===== config.mk =====
export PLATFORM = sky130hd
export DESIGN_NAME = uart
export DESIGN_NICKNAME = d
export VERILOG_FILES = /design/src/rtl/uart.sv
export SDC_FILE = /design/constraint.sdc
export NUM_CORES = 1
export LEC_CHECK = 0
export CAP_MARGIN = 10
export CORE_MARGIN = 2
export CORE_UTILIZATION = 44
export DETAILED_ROUTE_END_ITERATION = 10
export HOLD_SLACK_MARGIN = 0.02
export PLACE_DENSITY = 0.72
export SYNTH_ARGS = -nofsm -noshare
export SYNTH_HDL_FRONTEND = slang
export SYNTH_SLANG_ARGS = --single-unit

===== constraint.sdc =====
create_clock -name clk -period 3.55 [get_ports clk]
set_clock_uncertainty 0.15 [all_clocks]
set_input_delay 0.355 -clock clk [delete_from_list [all_inputs] [get_ports clk]]
set_output_delay 0.355 -clock clk [all_outputs]
set_load 0.05 [all_outputs]

===== src/rtl/uart.sv =====
// uart: memory-mapped 8N1 UART for the FemtoRV I/O bus.
// Data register (rw) and status register (r) are selected by sel_dat/sel_cntl.
// Transmitter and receiver run independently, so full duplex works.
// Optional macro UART_BRK_EN enables the Ctrl-C (0x03) brk pulse; without it
// brk is tied low and 0x03 is received as ordinary data.
//
// Receive FSM states:
//   state    | meaning
//   RX_IDLE  | waiting for a falling edge on the synchronized RXD
//   RX_START | half a bit into the start bit; a high re-sample means a glitch
//   RX_DATA  | sampling 8 data bits at mid-bit, LSB first
//   RX_STOP  | sampling the stop bit; 1 accepts the byte, 0 discards it
module uart #(
  parameter int CLK_FREQ_HZ = 12000000,
  parameter int BAUD_RATE   = 115200
) (
  input  logic        clk,
  input  logic        reset,
  input  logic        rstrb,
  input  logic        wstrb,
  input  logic        sel_dat,
  input  logic        sel_cntl,
  input  logic [31:0] wdata,
  output logic [31:0] rdata,
  input  logic        RXD,
  output logic        TXD,
  output logic        brk
);

  localparam int DIV = (CLK_FREQ_HZ + BAUD_RATE / 2) / BAUD_RATE;
  localparam logic [15:0] DIV_M1  = 16'(DIV - 1);
  localparam logic [15:0] HALF_M1 = 16'(DIV / 2 - 1);

  typedef enum logic [1:0] {RX_IDLE, RX_START, RX_DATA, RX_STOP} rx_state_t;

  // Only the low byte of a write carries data.
  logic unused_wdata;
  assign unused_wdata = ^wdata[31:8];

  // ---------------- transmitter ----------------
  logic        tx_busy_q, tx_busy_d;
  logic [9:0]  tx_shift_q, tx_shift_d;
  logic [3:0]  tx_bit_q, tx_bit_d;
  logic [15:0] tx_cnt_q, tx_cnt_d;
  logic        tx_start;

  assign tx_start = wstrb & sel_dat & ~tx_busy_q;

  // Frame shifter: load {stop, byte, start}, hold each bit DIV clocks.
  always_comb begin
    tx_busy_d  = tx_busy_q;
    tx_shift_d = tx_shift_q;
    tx_bit_d   = tx_bit_q;
    tx_cnt_d   = tx_cnt_q;
    if (tx_start) begin
      tx_busy_d  = 1'b1;
      tx_shift_d = {1'b1, wdata[7:0], 1'b0};
      tx_bit_d   = 4'd9;
      tx_cnt_d   = DIV_M1;
    end else if (tx_busy_q) begin
      if (tx_cnt_q == 16'd0) begin
        if (tx_bit_q == 4'd0) begin
          tx_busy_d = 1'b0;
        end else begin
          tx_shift_d = {1'b1, tx_shift_q[9:1]};
          tx_bit_d   = tx_bit_q - 4'd1;
          tx_cnt_d   = DIV_M1;
        end
      end else begin
        tx_cnt_d = tx_cnt_q - 16'd1;
      end
    end
  end

  // Transmit state registers.
  always_ff @(posedge clk or negedge reset) begin
    if (!reset) begin
      tx_busy_q  <= 1'b0;
      tx_shift_q <= 10'h3FF;
      tx_bit_q   <= 4'd0;
      tx_cnt_q   <= 16'd0;
    end else begin
      tx_busy_q  <= tx_busy_d;
      tx_shift_q <= tx_shift_d;
      tx_bit_q   <= tx_bit_d;
      tx_cnt_q   <= tx_cnt_d;
    end
  end

  // Line idles high whenever no frame is in progress, including right after reset.
  assign TXD = tx_busy_q ? tx_shift_q[0] : 1'b1;

  // ---------------- receiver ----------------
  rx_state_t   rx_state_q, rx_state_d;
  logic        rxd_s1_q, rxd_s2_q, rxd_prev_q;
  logic [15:0] rx_cnt_q, rx_cnt_d;
  logic [2:0]  rx_bit_q, rx_bit_d;
  logic [7:0]  rx_shift_q, rx_shift_d;
  logic [7:0]  rx_data_q, rx_data_d;
  logic        rx_valid_q, rx_valid_d;
  logic        rx_done;
  logic        rx_tick;
  logic        rx_fall;

  assign rx_tick = (rx_cnt_q == 16'd0);
  assign rx_fall = rxd_prev_q & ~rxd_s2_q;

  // Synchronizer (idle-high) and receive state registers.
  always_ff @(posedge clk or negedge reset) begin
    if (!reset) begin
      rxd_s1_q   <= 1'b1;
      rxd_s2_q   <= 1'b1;
      rxd_prev_q <= 1'b1;
      rx_state_q <= RX_IDLE;
      rx_cnt_q   <= 16'd0;
      rx_bit_q   <= 3'd0;
      rx_shift_q <= 8'h00;
      rx_data_q  <= 8'h00;
      rx_valid_q <= 1'b0;
    end else begin
      rxd_s1_q   <= RXD;
      rxd_s2_q   <= rxd_s1_q;
      rxd_prev_q <= rxd_s2_q;
      rx_state_q <= rx_state_d;
      rx_cnt_q   <= rx_cnt_d;
      rx_bit_q   <= rx_bit_d;
      rx_shift_q <= rx_shift_d;
      rx_data_q  <= rx_data_d;
      rx_valid_q <= rx_valid_d;
    end
  end

  // Next-state logic for the receive FSM.
  always_comb begin
    rx_state_d = rx_state_q;
    case (rx_state_q)
      RX_IDLE:  if (rx_fall) rx_state_d = RX_START;
      RX_START: if (rx_tick) rx_state_d = rxd_s2_q ? RX_IDLE : RX_DATA;
      RX_DATA:  if (rx_tick && rx_bit_q == 3'd7) rx_state_d = RX_STOP;
      RX_STOP:  if (rx_tick) rx_state_d = RX_IDLE;
      default:  rx_state_d = RX_IDLE;
    endcase
  end

  // Receive datapath: bit timer, shifter, and byte acceptance.
  always_comb begin
    rx_cnt_d   = rx_cnt_q;
    rx_bit_d   = rx_bit_q;
    rx_shift_d = rx_shift_q;
    rx_data_d  = rx_data_q;
    rx_done    = 1'b0;
    case (rx_state_q)
      RX_IDLE:  if (rx_fall) rx_cnt_d = HALF_M1;
      RX_START: begin
        if (rx_tick) begin
          rx_cnt_d = DIV_M1;
          rx_bit_d = 3'd0;
        end else begin
          rx_cnt_d = rx_cnt_q - 16'd1;
        end
      end
      RX_DATA: begin
        if (rx_tick) begin
          rx_shift_d = {rxd_s2_q, rx_shift_q[7:1]};
          rx_bit_d   = rx_bit_q + 3'd1;
          rx_cnt_d   = DIV_M1;
        end else begin
          rx_cnt_d = rx_cnt_q - 16'd1;
        end
      end
      RX_STOP: begin
        if (rx_tick) begin
          rx_done = rxd_s2_q;
          if (rxd_s2_q) rx_data_d = rx_shift_q;
        end else begin
          rx_cnt_d = rx_cnt_q - 16'd1;
        end
      end
      default: rx_cnt_d = 16'd0;
    endcase
    // A completion in the same cycle as a read-clear leaves the flag set.
    rx_valid_d = rx_valid_q;
    if (rstrb & sel_dat) rx_valid_d = 1'b0;
    if (rx_done)         rx_valid_d = 1'b1;
  end

`ifdef UART_BRK_EN
  logic brk_q, brk_d;

  // Ctrl-C detect, aligned with the cycle rx_valid is set.
  always_comb begin
    brk_d = rx_done && (rx_shift_q == 8'h03);
  end

  // Break pulse register.
  always_ff @(posedge clk or negedge reset) begin
    if (!reset) brk_q <= 1'b0;
    else        brk_q <= brk_d;
  end

  assign brk = brk_q;
`else
  assign brk = 1'b0;
`endif

  // Register read mux; sel_dat takes priority.
  always_comb begin
    rdata = 32'h0;
    if (sel_dat)       rdata = {22'b0, rx_valid_q, tx_busy_q, rx_data_q};
    else if (sel_cntl) rdata = {22'b0, rx_valid_q, tx_busy_q, 8'h00};
  end

endmodule


Word level (Yosys, flattened, before mapping):

Cells that the tools add are included.

* add/subtract/negate cells: 4
* multiplexer cells: 36
* bitwise logic cells: 6
* reduce and logical (&&, ||, !) cells: 17
* equal/unequal tests: 12

Operator list (count)
* $mux 16: 7
* $mux 10: 6
* $pmux 16 s3: 1
* $logic_not 16->1: 2
* $sub 16x1->16 const B: 2
* $mux 4: 4
* $ne 2x2->1 const B: 7
* $mux 2: 5
* $mux 1: 9
* $reduce_and 3->1: 3
* $pmux 2 s4: 1
* $reduce_bool 2->1: 4
* $mux 3: 2
* $pmux 3 s2: 1
* $reduce_and 2->1: 3
* $and 1x1->1: 4
* $eq 2x2->1 const B: 2
* $logic_not 4->1: 1
* $reduce_and 4->1: 1
* $sub 4x1->4 const B: 1
* $add 3x1->3 const B: 1
* $eq 3x3->1 const B: 1
* $ne 3x3->1 const B: 1
* $eq 2x1->1 const B: 1
* other kinds (4): 5

* register bits: 72
* input bits: 39
* logic and storage cells: 88

Longest topological paths before layout:

Gate-level depths: netlist of run 1.

* depth in word-level cells: 5
* depth in mapped cells: 8

Worst setup path after synthesis of run 1:

No wires, ideal clock.

* kind: flip-flop to flip-flop
* from: register tx_cnt_q[0]
* to: register tx_cnt_q[2]
* arrival time: 2.139 ns
* cell stages (with the launch flop): 9
* setup time: 0.124 ns
* setup slack: 1.136 ns
* data required time: 3.276 ns
* path buffers: 0
* period minus slack after synthesis: 2.414 ns
* path through: dfrtp_1 > inv_1 > ha_1 > or4b_2 > nor4_4 > a21o_1 > inv_2 > a211oi_1 > nor2_1

* word-level cells in the longest chain between the ends: 4

Ends and longest elaborated chain
* start: declaration: line 44 `logic [15:0] tx_cnt_q, tx_cnt_d;`
* start signal: assignment: line 86 `tx_cnt_q <= tx_cnt_d;`
* $sub 16x1->16 / $logic_not 16->1 (equally long branches): line 70, 61
* $mux 16: line 61 `if (tx_cnt_q == 16'd0) begin`
* $mux 16: line 60 `end else if (tx_busy_q) begin`
* $mux 16: line 55 `if (tx_start) begin`

Parallel ways exist; a longest one is shown, timed or not. The select of a mux whose other input is x is not followed.
A chain may end at the register's enable or synchronous reset.

Final worst setup path of run 1:

* from: register tx_cnt_q[0]
* to: register tx_bit_q[3]

* word-level cells in the longest chain between the ends: 3

Ends and longest elaborated chain
* $logic_not 16->1: line 61
* $reduce_bool 2->1 (no line)
* $reduce_and 3->1 (no line)
* end signal: assignment: line 85 `tx_bit_q <= tx_bit_d;`
* end: declaration: line 43 `logic [3:0] tx_bit_q, tx_bit_d;`

No other way between the ends.

==> results.sh, run 1 <==
export IMPL_dpl_instance_area_mm2=0.00414
export IMPL_critPathMaxStageDelay_ns=0.65
export IMPL_design_area_mm2=0.00433
export IMPL_cts_root_buffer="clkbuf_8"
export IMPL_crit_path_top_delay_cell="or4b_2"
export IMPL_num_vias=2971
export IMPL_outcome="complete, no violations"
export IMPL_ios=73
export IMPL_numCtsBuffers=9
export IMPL_synth_seq_area_share=0.464
export IMPL_synth_distinct_cells=57
export IMPL_die_x_um=97.7
export IMPL_fillers=768
export IMPL_drv_cap=0
export IMPL_rr_startpoint="tx_cnt_q[0]$_DFFE_PN0P_"
export IMPL_finish_utilization=0.502
export IMPL_async_flop_share=1.00
export IMPL_cp_arrival_ns=3.06
export IMPL_min_period_over_period=0.829
export IMPL_drive_gt1_frac=0.140
export IMPL_clk_pin_slew_ns=0.08
export IMPL_hold_viol=0
export IMPL_gp_congestion=0.861
export IMPL_postCtsSetupRepairBufs=0
export IMPL_crit_path_start_kind="flip-flop"
export IMPL_place_inst=521
export IMPL_syn_area_mm2=0.00386
export IMPL_drc_errors=0
export IMPL_grt_use_total=0.173
export IMPL_leakagePower_uw=0.00195
export IMPL_crit_path_start="tx_cnt_q[0]$_DFFE_PN0P_"
export IMPL_finalWirelength_um=7580
export IMPL_grt_pass1_vias=2861
export IMPL_vias_per_cell=5.53
export IMPL_hold_class="primary input to async pin"
export IMPL_synthCells=397
export IMPL_ctsHoldBuffers=0
export IMPL_grt_pass1_wl_um=13600
export IMPL_syn_to_final_growth_pct=12.1
export IMPL_port_buffers=25
export IMPL_comb_power_share=0.381
export IMPL_ys_flop_type="dfrtp_1"
export IMPL_p_int_uw=1870
export IMPL_finalSetupTns_ns=0
export IMPL_required_ns=3.67
export IMPL_finalSetupViolCount=0
export IMPL_antenna_found_initial=0
export IMPL_grt_max_degree=46
export IMPL_core_area_mm2=0.00864
export IMPL_clk_latency_ns=0.35
export IMPL_synth_edf_count=0
export IMPL_timing_fmax_mhz=340
export IMPL_switching_share=0.395
export IMPL_avgSynthCellArea_um2=9.74
export IMPL_cp_depth=7
export IMPL_power_density_mw_per_mm2=714
export IMPL_max_slew_margin_rel=0.334
export IMPL_detail_route_wl_per_cell_um=14.1
export IMPL_num_rows=34
export IMPL_end_kind="flip-flop"
export IMPL_htree_levels=3
export IMPL_critPathBufInv=1
export IMPL_cp_max_fo=11
export IMPL_ant_nets=0
export IMPL_fin_crit_ns=2.94
export IMPL_die_y_um=97.7
export IMPL_die_area_mm2=0.00955
export IMPL_multi_input_area_mm2=0.00187
export IMPL_setup_slack_ns=0.607
export IMPL_rr_worst_depth=7
export IMPL_synth_seq_cells=71
export IMPL_drtIter0Drc=176
export IMPL_p_clk_frac=0.209
export IMPL_dp_hpwl_um=5300
export IMPL_rsz0062_at_grt="no"
export IMPL_fin_cells=537
export IMPL_worst_slew_pin_slew_ns=0.999
export IMPL_first_pass_iters=4
export IMPL_finalMaxSlewViolations=0
export IMPL_cp_cell_sequence="inv_1 -> ha_1 -> or4b_2 -> nor4_4 -> o21ai_1 -> nor4_1 -> mux2i_1"
export IMPL_cts_tree="yes"
export IMPL_switchingPower_uw=1220
export IMPL_grt_overflow_total=0
export IMPL_diodes=0
export IMPL_ir_drop_uv=356
export IMPL_critPathKind="flip-flop to flip-flop"
export IMPL_cts_resized=0
export IMPL_nets=474
export IMPL_initial_core_util=0.448
export IMPL_post_place_ws_ns=0.652
export IMPL_yosys_warnings=0
export IMPL_regArea_mm2=0.00179
export IMPL_clock_sinks=71
export IMPL_crit_family="simple AND/OR/NAND/NOR gates"
export IMPL_cts_max_path_buffers=2
export IMPL_power_frac_seq=0.410
[cell usage after synthesis (3+ instances only)]
| cell type | instances | area share |
|---|---|---|
| dfrtp_1 | 59 | 0.38 |
| nand2_1 | 40 | 0.039 |
| nor2_1 | 28 | 0.027 |
| buf_4 | 25 | 0.049 |
| a21oi_1 | 20 | 0.026 |
| nor3_1 | 15 | 0.019 |
| mux2_2 | 13 | 0.038 |
| dfstp_2 | 12 | 0.082 |
| inv_1 | 12 | 0.012 |
| ha_1 | 11 | 0.036 |
| nor4_1 | 11 | 0.018 |
| and2_1 | 10 | 0.016 |
| o21ai_0 | 10 | 0.013 |
| clkbuf_1 | 9 | 0.0087 |
| a31oi_1 | 8 | 0.013 |
| nand3_1 | 8 | 0.010 |
| or3_1 | 8 | 0.013 |
| o211ai_1 | 7 | 0.014 |
| o21ai_1 | 7 | 0.0091 |
| a21o_1 | 6 | 0.012 |
| o31ai_1 | 6 | 0.012 |
| or4_1 | 6 | 0.012 |
| o41ai_1 | 5 | 0.011 |
| or2_2 | 5 | 0.0081 |
| a211oi_1 | 4 | 0.0078 |
| xnor2_1 | 4 | 0.0091 |
| mux2_1 | 3 | 0.0087 |
| nand3b_1 | 3 | 0.0058 |
| o21a_1 | 3 | 0.0058 |
[cell families after synthesis]
logic type               count (synthesis)  share of synthesized area
AO/OA/AOI/OAI                           88                      0.152
XOR/XNOR                                 5                     0.0113
adder cells (fa/ha/maj)                 11                     0.0356
buffers and inverters                   50                     0.0738
flip-flops                              71                      0.464
multiplexers                            18                     0.0518
other                                    1                   0.000970
AND/OR/NAND/NOR                        153                      0.211
[worst paths after layout]
kind                       slack, ns                        to
hold / removal                  0.02   rx_cnt_q[0]$_DFFE_PN0P_
max in group asynchronous       2.43  tx_cnt_q[12]$_DFFE_PN0P_
setup / recovery                0.61   tx_bit_q[3]$_DFFE_PN0P_
min in group clk                0.21        rxd_s2_q$_DFF_PN1_
setup reg to reg                0.61   tx_bit_q[3]$_DFFE_PN0P_
hold reg to reg                 0.21        rxd_s2_q$_DFF_PN1_
[metal layers]
layer  vias up  track usage  share of wire
met4         0       0.0737          0.018
met2        71        0.261           0.47
li1       1448            -              -
met1      1443        0.246           0.47
met3         9       0.0324          0.035
met5         -            0              0
[placed cells by master, fill, tap and decap left out, drive strengths merged, types with 4 or more instances in the layout]
cell type      Yosys  routed
xnor2              4       4
nand3              8       8
o31ai              6       6
a21o               6       6
o21ai             17      17
buf               27       7
ha                11      11
o211ai             7       7
dfstp             12      12
nor3              15      15
clkdlybuf4s50      0      24
inv               13      13
or2                7       7
dfrtp             59      59
nand2             40      40
nor2              28      28
and2              10      10
or4                8       8
conb               1      23
a31oi              8       8
nor4              12      12
a211oi             4       4
or3                8       8
mux2              16      16
clkbuf            10      10
a21oi             20      20
o41ai              6       6
[through the flow]
stage | hold WS, ns | total power [uW]
final | 0.0166 | 3090
after global routing | 0.0997 | 3340
after CTS | 0.0470 | 3100
after detailed placement | 0.197 | 2450
after global placement | 0.197 | 2410
after floorplan | -0.0906 | 2190
[flip-flops by register name, summed over array words and instances (netlist names), named ones only]
name and flops:
rx_cnt_q 16, tx_cnt_q 16, tx_shift_q 9, rx_data_q 8, rx_shift_q 8, tx_bit_q 4, rx_bit_q 3, rx_state_q 1
rx_valid_q 1, rxd_prev_q 1, rxd_s1_q 1, rxd_s2_q 1, tx_busy_q 1
[power groups by stage]
| stage | logic (uW) | registers [uW] | clock network [uW] |
|---|---|---|---|
| after floorplan | 963 | 1230 | 0 |
| after global placement | 1140 | 1270 | 0 |
| after detailed placement | 1170 | 1270 | 0 |
| after CTS | 1180 | 1270 | 660 |
| after global routing | 1340 | 1310 | 696 |
| final | 1180 | 1270 | 646 |
[final cells by class]
type | count | share of cell area
inverters | 13 | 0.0113
flip-flops and latches | 71 | 0.413
repair buffers | 31 | 0.0670
clock buffers | 10 | 0.0318
clock inverters | 6 | 0.0139
well taps | 108 | 0.0312
multi-input cells | 298 | 0.432
(Power assumes the default switching activity.)
==> run 2, diff against run 1 <==
--- a/config.mk
+++ b/config.mk
@@ -10,7 +10,7 @@
 export CORE_UTILIZATION = 44
 export DETAILED_ROUTE_END_ITERATION = 10
 export HOLD_SLACK_MARGIN = 0.02
-export PLACE_DENSITY = 0.72
+export PLACE_DENSITY = 0.75
 export SYNTH_ARGS = -nofsm -noshare
 export SYNTH_HDL_FRONTEND = slang
 export SYNTH_SLANG_ARGS = --single-unit
==> constraint.sdc (replaced) <==
create_clock -name clk -period 2.4 [get_ports clk]
set_clock_uncertainty 0.15 [all_clocks]
set_input_delay 0.24 -clock clk [delete_from_list [all_inputs] [get_ports clk]]
set_output_delay 0.24 -clock clk [all_outputs]
set_load 0.05 [all_outputs]
==> run 2 against run 1 <==
Compared with the run above:
- the run now ends with setup timing left
- utilization grew 5.6 points
- routed wire length grew 14%
- combinational power grew 87%
- die area is the same
- critical path depth grew 2
- global-route usage grew 0.94 points
- via count grew 7.5%
- critical endpoint is now tx_cnt_q[13]$_DFFE_PN0P_
- critical path type unchanged
- sequential share of layout area shrank 4.2 points
- highest routed layer unchanged
- fmax grew 22%
- sequential cell count is the same
- power grew 67%
- sequential power grew 49%
==> results.sh, run 2 (synthesis gave the netlist of run 1 again) <==
export IMPL_p_clk_frac=0.207
export IMPL_critPathKind="flip-flop to flip-flop"
export IMPL_cts_root_buffer="clkbuf_8"
export IMPL_comb_power_share=0.428
export IMPL_switching_share=0.391
export IMPL_grt_pass1_wl_um=14400
export IMPL_required_ns=2.46
export IMPL_worst_r2r_endpoint="tx_cnt_q[13]$_DFFE_PN0P_"
export IMPL_worst_slew_pin_slew_ns=0.653
export IMPL_critPathMaxStageDelay_ns=0.48
export IMPL_holdPathEnd="rxd_s1_q$_DFF_PN1_"
export IMPL_crit_path_top_delay_cell="or4b_4"
export IMPL_numCtsBuffers=9
export IMPL_timing_fmax_mhz=413
export IMPL_num_rows=34
export IMPL_die_x_um=97.7
export IMPL_min_period_over_period=1.01
export IMPL_die_y_um=97.7
export IMPL_power_frac_seq=0.365
export IMPL_finish_utilization=0.558
export IMPL_diodes=0
export IMPL_syn_to_final_growth_pct=24.7
export IMPL_setup_slack_ns=-0.0211
export IMPL_detail_route_wl_per_cell_um=15.2
export IMPL_cts_max_path_buffers=2
export IMPL_critPathBufInv=3
export IMPL_switchingPower_uw=2020
export IMPL_max_slew_margin_rel=0.560
export IMPL_cts_tree="yes"
export IMPL_finalSetupTns_ns=-0.0211
export IMPL_fillers=700
export IMPL_fin_crit_ns=2.42
export IMPL_vias_per_cell=5.59
export IMPL_ios=73
export IMPL_num_vias=3193
export IMPL_finalSetupViolCount=1
export IMPL_nets=508
export IMPL_final_common_cell="dfrtp_1"
export IMPL_drc_errors=0
export IMPL_clk_latency_ns=0.35
export IMPL_rr_worst_depth=9
export IMPL_mostFrequentLayoutCells="dfrtp_1 (59), nand2_1 (39), buf_4 (35), nor2_1 (27), conb_1 (23)"
export IMPL_drive_gt1_frac=0.257
export IMPL_initial_core_util=0.448
export IMPL_hp_start="RXD"
export IMPL_drv_cap=0
export IMPL_power_density_mw_per_mm2=1070
export IMPL_rsz0062_at_grt="yes"
export IMPL_hold_viol=0
export IMPL_violations="setup timing"
export IMPL_clk_pin_slew_ns=0.09
export IMPL_crit_family="simple AND/OR/NAND/NOR gates"
export IMPL_grt_pass1_vias=3089
export IMPL_grt_use_total=0.183
export IMPL_reg2reg_setup_slack_ns=-0.02
export IMPL_ant_nets=0
export IMPL_core_area_mm2=0.00864
export IMPL_cp_cell_sequence="inv_2 -> ha_4 -> or4b_4 -> nor4_4 -> a21o_1 -> inv_2 -> buf_4 -> nand3b_1 -> a21oi_1"
export IMPL_gp_congestion=0.888
export IMPL_antenna_found_initial=0
export IMPL_first_pass_iters=4
export IMPL_cp_max_fo=5
export IMPL_port_buffers=25
export IMPL_rr_startpoint="tx_cnt_q[0]$_DFFE_PN0P_"
export IMPL_clock_sinks=71
export IMPL_crit_path_frequent_cell="inv_2"
export IMPL_drtIter0Drc=277
export IMPL_dp_hpwl_um=5790
export IMPL_leakagePower_uw=0.00220
export IMPL_crit_path_start_kind="flip-flop"
export IMPL_end_kind="flip-flop"
export IMPL_htree_levels=3
export IMPL_die_area_mm2=0.00955
export IMPL_holdPathStages=1
export IMPL_finalMaxSlewViolations=0
export IMPL_reg_top3="rx_cnt_q: 16 flops, tx_cnt_q: 16 flops, tx_shift_q: 9 flops"
export IMPL_finalWirelength_um=8650
export IMPL_grt_overflow_total=0
export IMPL_p_int_uw=3140
export IMPL_holdWs_ns=0.162
export IMPL_grt_max_degree=66
export IMPL_ir_drop_uv=656
export IMPL_cp_arrival_ns=2.48
export IMPL_outcome="complete, but fails checks"
export IMPL_hold_class="primary input to flip-flop"
==> run 2: changes by cell type in the layout (fill, tap and decap cells not counted), moves of 3 or more <==
cell,previous run,this run
clkinv_2,3,0
a211oi_2,0,3
clkdlybuf4s50_1,24,14
buf_12,0,11
buf_6,0,3
buf_4,6,35
a211oi_1,4,1
==> run 2: area by class of cell <==
| cell class | instances | area (um^2) | share of cell area |
|---|---|---|---|
| clock inverters | 6 | 93.8 | 0.0195 |
| inverters | 13 | 48.8 | 0.0101 |
| repair buffers | 65 | 672 | 0.139 |
| multi-input cells | 298 | 1950 | 0.405 |
| flip-flops and latches | 71 | 1790 | 0.372 |
| clock buffers | 10 | 128 | 0.0265 |
| well taps | 108 | 135 | 0.0280 |
==> run 2: how the worst max path moves through the flow <==
stage	slack (ns)	cells past startpoint	startpoint	end
final	-0.02	9	tx_cnt_q[0]$_DFFE_PN0P_	tx_cnt_q[13]$_DFFE_PN0P_
after global routing	-0.08	9	tx_cnt_q[0]$_DFFE_PN0P_	tx_cnt_q[13]$_DFFE_PN0P_
after CTS	-0.008	7	tx_cnt_q[4]$_DFFE_PN0P_	tx_cnt_q[10]$_DFFE_PN0P_
after detailed placement	-0.01	8	tx_cnt_q[0]$_DFFE_PN0P_	tx_cnt_q[10]$_DFFE_PN0P_
after global placement	0.06	8	tx_cnt_q[0]$_DFFE_PN0P_	tx_cnt_q[10]$_DFFE_PN0P_
after floorplan	0.05	8	tx_cnt_q[0]$_DFFE_PN0P_	tx_cnt_q[2]$_DFFE_PN0P_
==> run 2: through the flow <==
stage | setup slack (ns) | instances | cell area (um^2) | power, uW
final | -0.0211 | 571 | 4820 | 5160
after CTS | -0.00760 | 565 | 4690 | 4990
after detailed placement | -0.0116 | 548 | 4460 | 3900
after global placement | 0.0627 | 548 | 4460 | 3800
after floorplan | 0.0509 | 419 | 3950 | 3250
after global routing | -0.0847 | 571 | 4820 | 5500
==> run 2: power by group through the flow <==
stage / clock [uW] / sequential, uW / combinational (uW)
2_1_floorplan: 0 / 1820 / 1430
3_3_place_gp: 0 / 1850 / 1950
3_5_place_dp: 0 / 1870 / 2030
4_1_cts: 1090 / 1850 / 2050
5_1_grt: 1130 / 1930 / 2440
6_report: 1070 / 1890 / 2210
==> run 2: worst register-to-register path, stage by stage, from the launching register on <==
cell      delay, ns
dfrtp_1        0.41
inv_2          0.09
ha_4           0.13
or4b_4         0.48
nor4_4         0.38
a21o_1         0.25
inv_2          0.10
buf_4          0.14
nand3b_1       0.08
a21oi_1        0.07
==> run 2: metal layers <==
layer,track usage,share of wire
met1,0.239,0.45
met4,0.0726,0.013
met3,0.0381,0.039
met2,0.299,0.50
met5,0,0
==> run 2: repair_timing <==
action                                 CTS  global route
hold buffers                             1             0
pin swaps                                1            11
endpoints found under the hold margin   65             0
buffers inserted                         0             6
resized for setup                        1            24
setup endpoints to repair               11            51
gates cloned                             0             1
==> run 3, diff against run 2 <==
--- a/config.mk
+++ b/config.mk
@@ -11,6 +11,7 @@
 export DETAILED_ROUTE_END_ITERATION = 10
 export HOLD_SLACK_MARGIN = 0.02
 export PLACE_DENSITY = 0.75
+export SETUP_SLACK_MARGIN = 0.02
 export SYNTH_ARGS = -nofsm -noshare
 export SYNTH_HDL_FRONTEND = slang
 export SYNTH_SLANG_ARGS = --single-unit
==> run 3 against run 2 <==
Compared with the run above:
- the run still ends with setup timing left
- die area is the same
- fmax shrank 4.1%
- highest routed layer unchanged
- via count rose by 2.6%
- critical path type unchanged
- largest power group unchanged
- non-clock buffer count grew 12
- utilization rose by 1.5 points
- cell area up 2.6%
- critical endpoint is now tx_cnt_q[2]$_DFFE_PN0P_
==> results.sh, run 3 (synthesis gave the netlist of run 1 again) <==
export IMPL_setup_slack_ns=-0.125
export IMPL_max_slew_margin_rel=0.543
export IMPL_initial_core_util=0.448
export IMPL_worst_r2r_endpoint="tx_cnt_q[2]$_DFFE_PN0P_"
export IMPL_ios=73
export IMPL_first_pass_iters=5
export IMPL_numCtsBuffers=9
export IMPL_end_kind="flip-flop"
export IMPL_mostFrequentLayoutCells="dfrtp_1 (59), buf_4 (42), nand2_1 (38), nor2_1 (26), conb_1 (23)"
export IMPL_crit_path_top_delay_cell="or4b_4"
export IMPL_final_common_cell="dfrtp_1"
export IMPL_nets=520
export IMPL_cp_max_fo=10
export IMPL_cp_depth=9
export IMPL_htree_levels=3
export IMPL_rr_worst_depth=9
export IMPL_critPathKind="flip-flop to flip-flop"
export IMPL_rsz0062_at_grt="yes"
export IMPL_crit_path_start_kind="flip-flop"
export IMPL_port_buffers=25
export IMPL_cts_max_path_buffers=2
export IMPL_die_area_mm2=0.00955
export IMPL_dpl_instance_area_mm2=0.00446
export IMPL_timing_fmax_mhz=396
export IMPL_num_vias=3277
export IMPL_grt_pass1_wl_um=14400
export IMPL_finalSetupViolCount=21
export IMPL_crit_path_frequent_cell="buf_4"
export IMPL_reg2reg_setup_slack_ns=-0.13
export IMPL_outcome="complete, but fails checks"
export IMPL_dp_hpwl_um=5790
export IMPL_rr_startpoint="tx_cnt_q[0]$_DFFE_PN0P_"
export IMPL_finalWirelength_um=8960
export IMPL_drive_gt1_frac=0.280
export IMPL_drtIter0Drc=352
export IMPL_fin_crit_ns=2.53
export IMPL_clk_latency_ns=0.35
export IMPL_place_inst=548
export IMPL_fin_cells=583
export IMPL_grt_overflow_total=0
export IMPL_cp_arrival_ns=2.65
export IMPL_gp_congestion=0.888
export IMPL_finalMaxSlewViolations=0
export IMPL_violations="setup timing"
export IMPL_core_area_mm2=0.00864
export IMPL_cp_cell_sequence="inv_2 -> ha_4 -> or4b_4 -> nor4_4 -> buf_4 -> o21ai_1 -> buf_4 -> and4_1 -> nor2_1"
export IMPL_clock_sinks=71
export IMPL_critPathMaxStageDelay_ns=0.49
export IMPL_diodes=0
export IMPL_clk_pin_slew_ns=0.08
export IMPL_grt_pass1_vias=3113
export IMPL_worst_slew_pin_slew_ns=0.678
export IMPL_cts_root_buffer="clkbuf_8"
export IMPL_leakagePower_uw=0.00227
export IMPL_design_area_mm2=0.00495
export IMPL_syn_to_final_growth_pct=28.0
export IMPL_num_rows=34
export IMPL_drv_cap=0
export IMPL_reg_top3="rx_cnt_q: 16 flops, tx_cnt_q: 16 flops, tx_shift_q: 9 flops"
export IMPL_ir_drop_uv=650
export IMPL_grt_use_total=0.183
export IMPL_hold_class="primary input to flip-flop"
export IMPL_power_uw=5180
export IMPL_crit_path_start="tx_cnt_q[0]$_DFFE_PN0P_"
export IMPL_detail_route_wl_per_cell_um=15.4
export IMPL_antenna_found_initial=0
export IMPL_crit_family="simple AND/OR/NAND/NOR gates"
export IMPL_critPathBufInv=3
export IMPL_drc_errors=0
export IMPL_power_density_mw_per_mm2=1050
export IMPL_fillers=675
export IMPL_die_y_um=97.7
export IMPL_min_period_over_period=1.05
export IMPL_cts_tree="yes"
export IMPL_ant_nets=0
export IMPL_required_ns=2.53
export IMPL_cp_endpoint="tx_cnt_q[2]$_DFFE_PN0P_"
export IMPL_vias_per_cell=5.62
export IMPL_die_x_um=97.7
export IMPL_hp_start="RXD"
export IMPL_hold_viol=0
export IMPL_grt_max_degree=66
## run 3: layout make-up
type	count	area, um^2	share of cell area
tap	108	135	0.0273
clock inverter	6	93.8	0.0190
inverter	13	51.3	0.0104
timing repair buffer	77	790	0.160
sequential	71	1790	0.362
clock buffer	10	128	0.0258
multi-input combinational	298	1960	0.396
## run 3: worst min path at each step
stage / endpoint / slack [ns] / cells after the start
after floorplan: async pin / -0.21 / 0
after global placement: tx_shift_q[8]$_DFFE_PN1P_ / 0.15 / 1
after detailed placement: tx_shift_q[7]$_DFFE_PN1P_ / 0.15 / 1
after CTS: rxd_s1_q$_DFF_PN1_ / 0.14 / 1
after global routing: rxd_s1_q$_DFF_PN1_ / 0.15 / 1
final: rxd_s1_q$_DFF_PN1_ / 0.16 / 1
## run 3: routing by layer
layer	part of all wire	track usage
met1	0.43	0.237
met2	0.49	0.302
met3	0.051	0.0381
met4	0.026	0.0737
met5	0	0
## run 3: per-stage QoR
stage | hold slack, ns | utilization | setup WS, ns | setup TNS [ns]
finish | 0.158 | 0.573 | -0.125 | -1.25
global route | 0.151 | 0.573 | -0.205 | -3.28
CTS | 0.142 | 0.545 | 0.0430 | 0
detailed placement | 0.154 | 0.516 | -0.0116 | -0.0116
global placement | 0.148 | 0.516 | 0.0627 | 0
floorplan | -0.206 | - | 0.0509 | 0
## run 3: repair_timing
action / in CTS / in global routing
setup endpoints to repair: 15 / 52
endpoints found under the hold margin: 65 / 0
resized for setup: 2 / 34
hold buffers: 1 / 0
buffers inserted: 1 / 17
pin swaps: 2 / 7
## run 3: where the power goes
part / total (uW) / internal (uW) / switching (uW)
clock network: 1070 / 593 / 478
registers: 1880 / 1580 / 305
logic: 2230 / 979 / 1250
total: 5180 / 3150 / 2030
## run 3: worst register-to-register path: stages, from the launching register on
cell and delay [ns]:
dfrtp_1 0.40, inv_2 0.08, ha_4 0.12, or4b_4 0.49
nor4_4 0.39, buf_4 0.19, o21ai_1 0.11, buf_4 0.21
and4_1 0.21, nor2_1 0.09
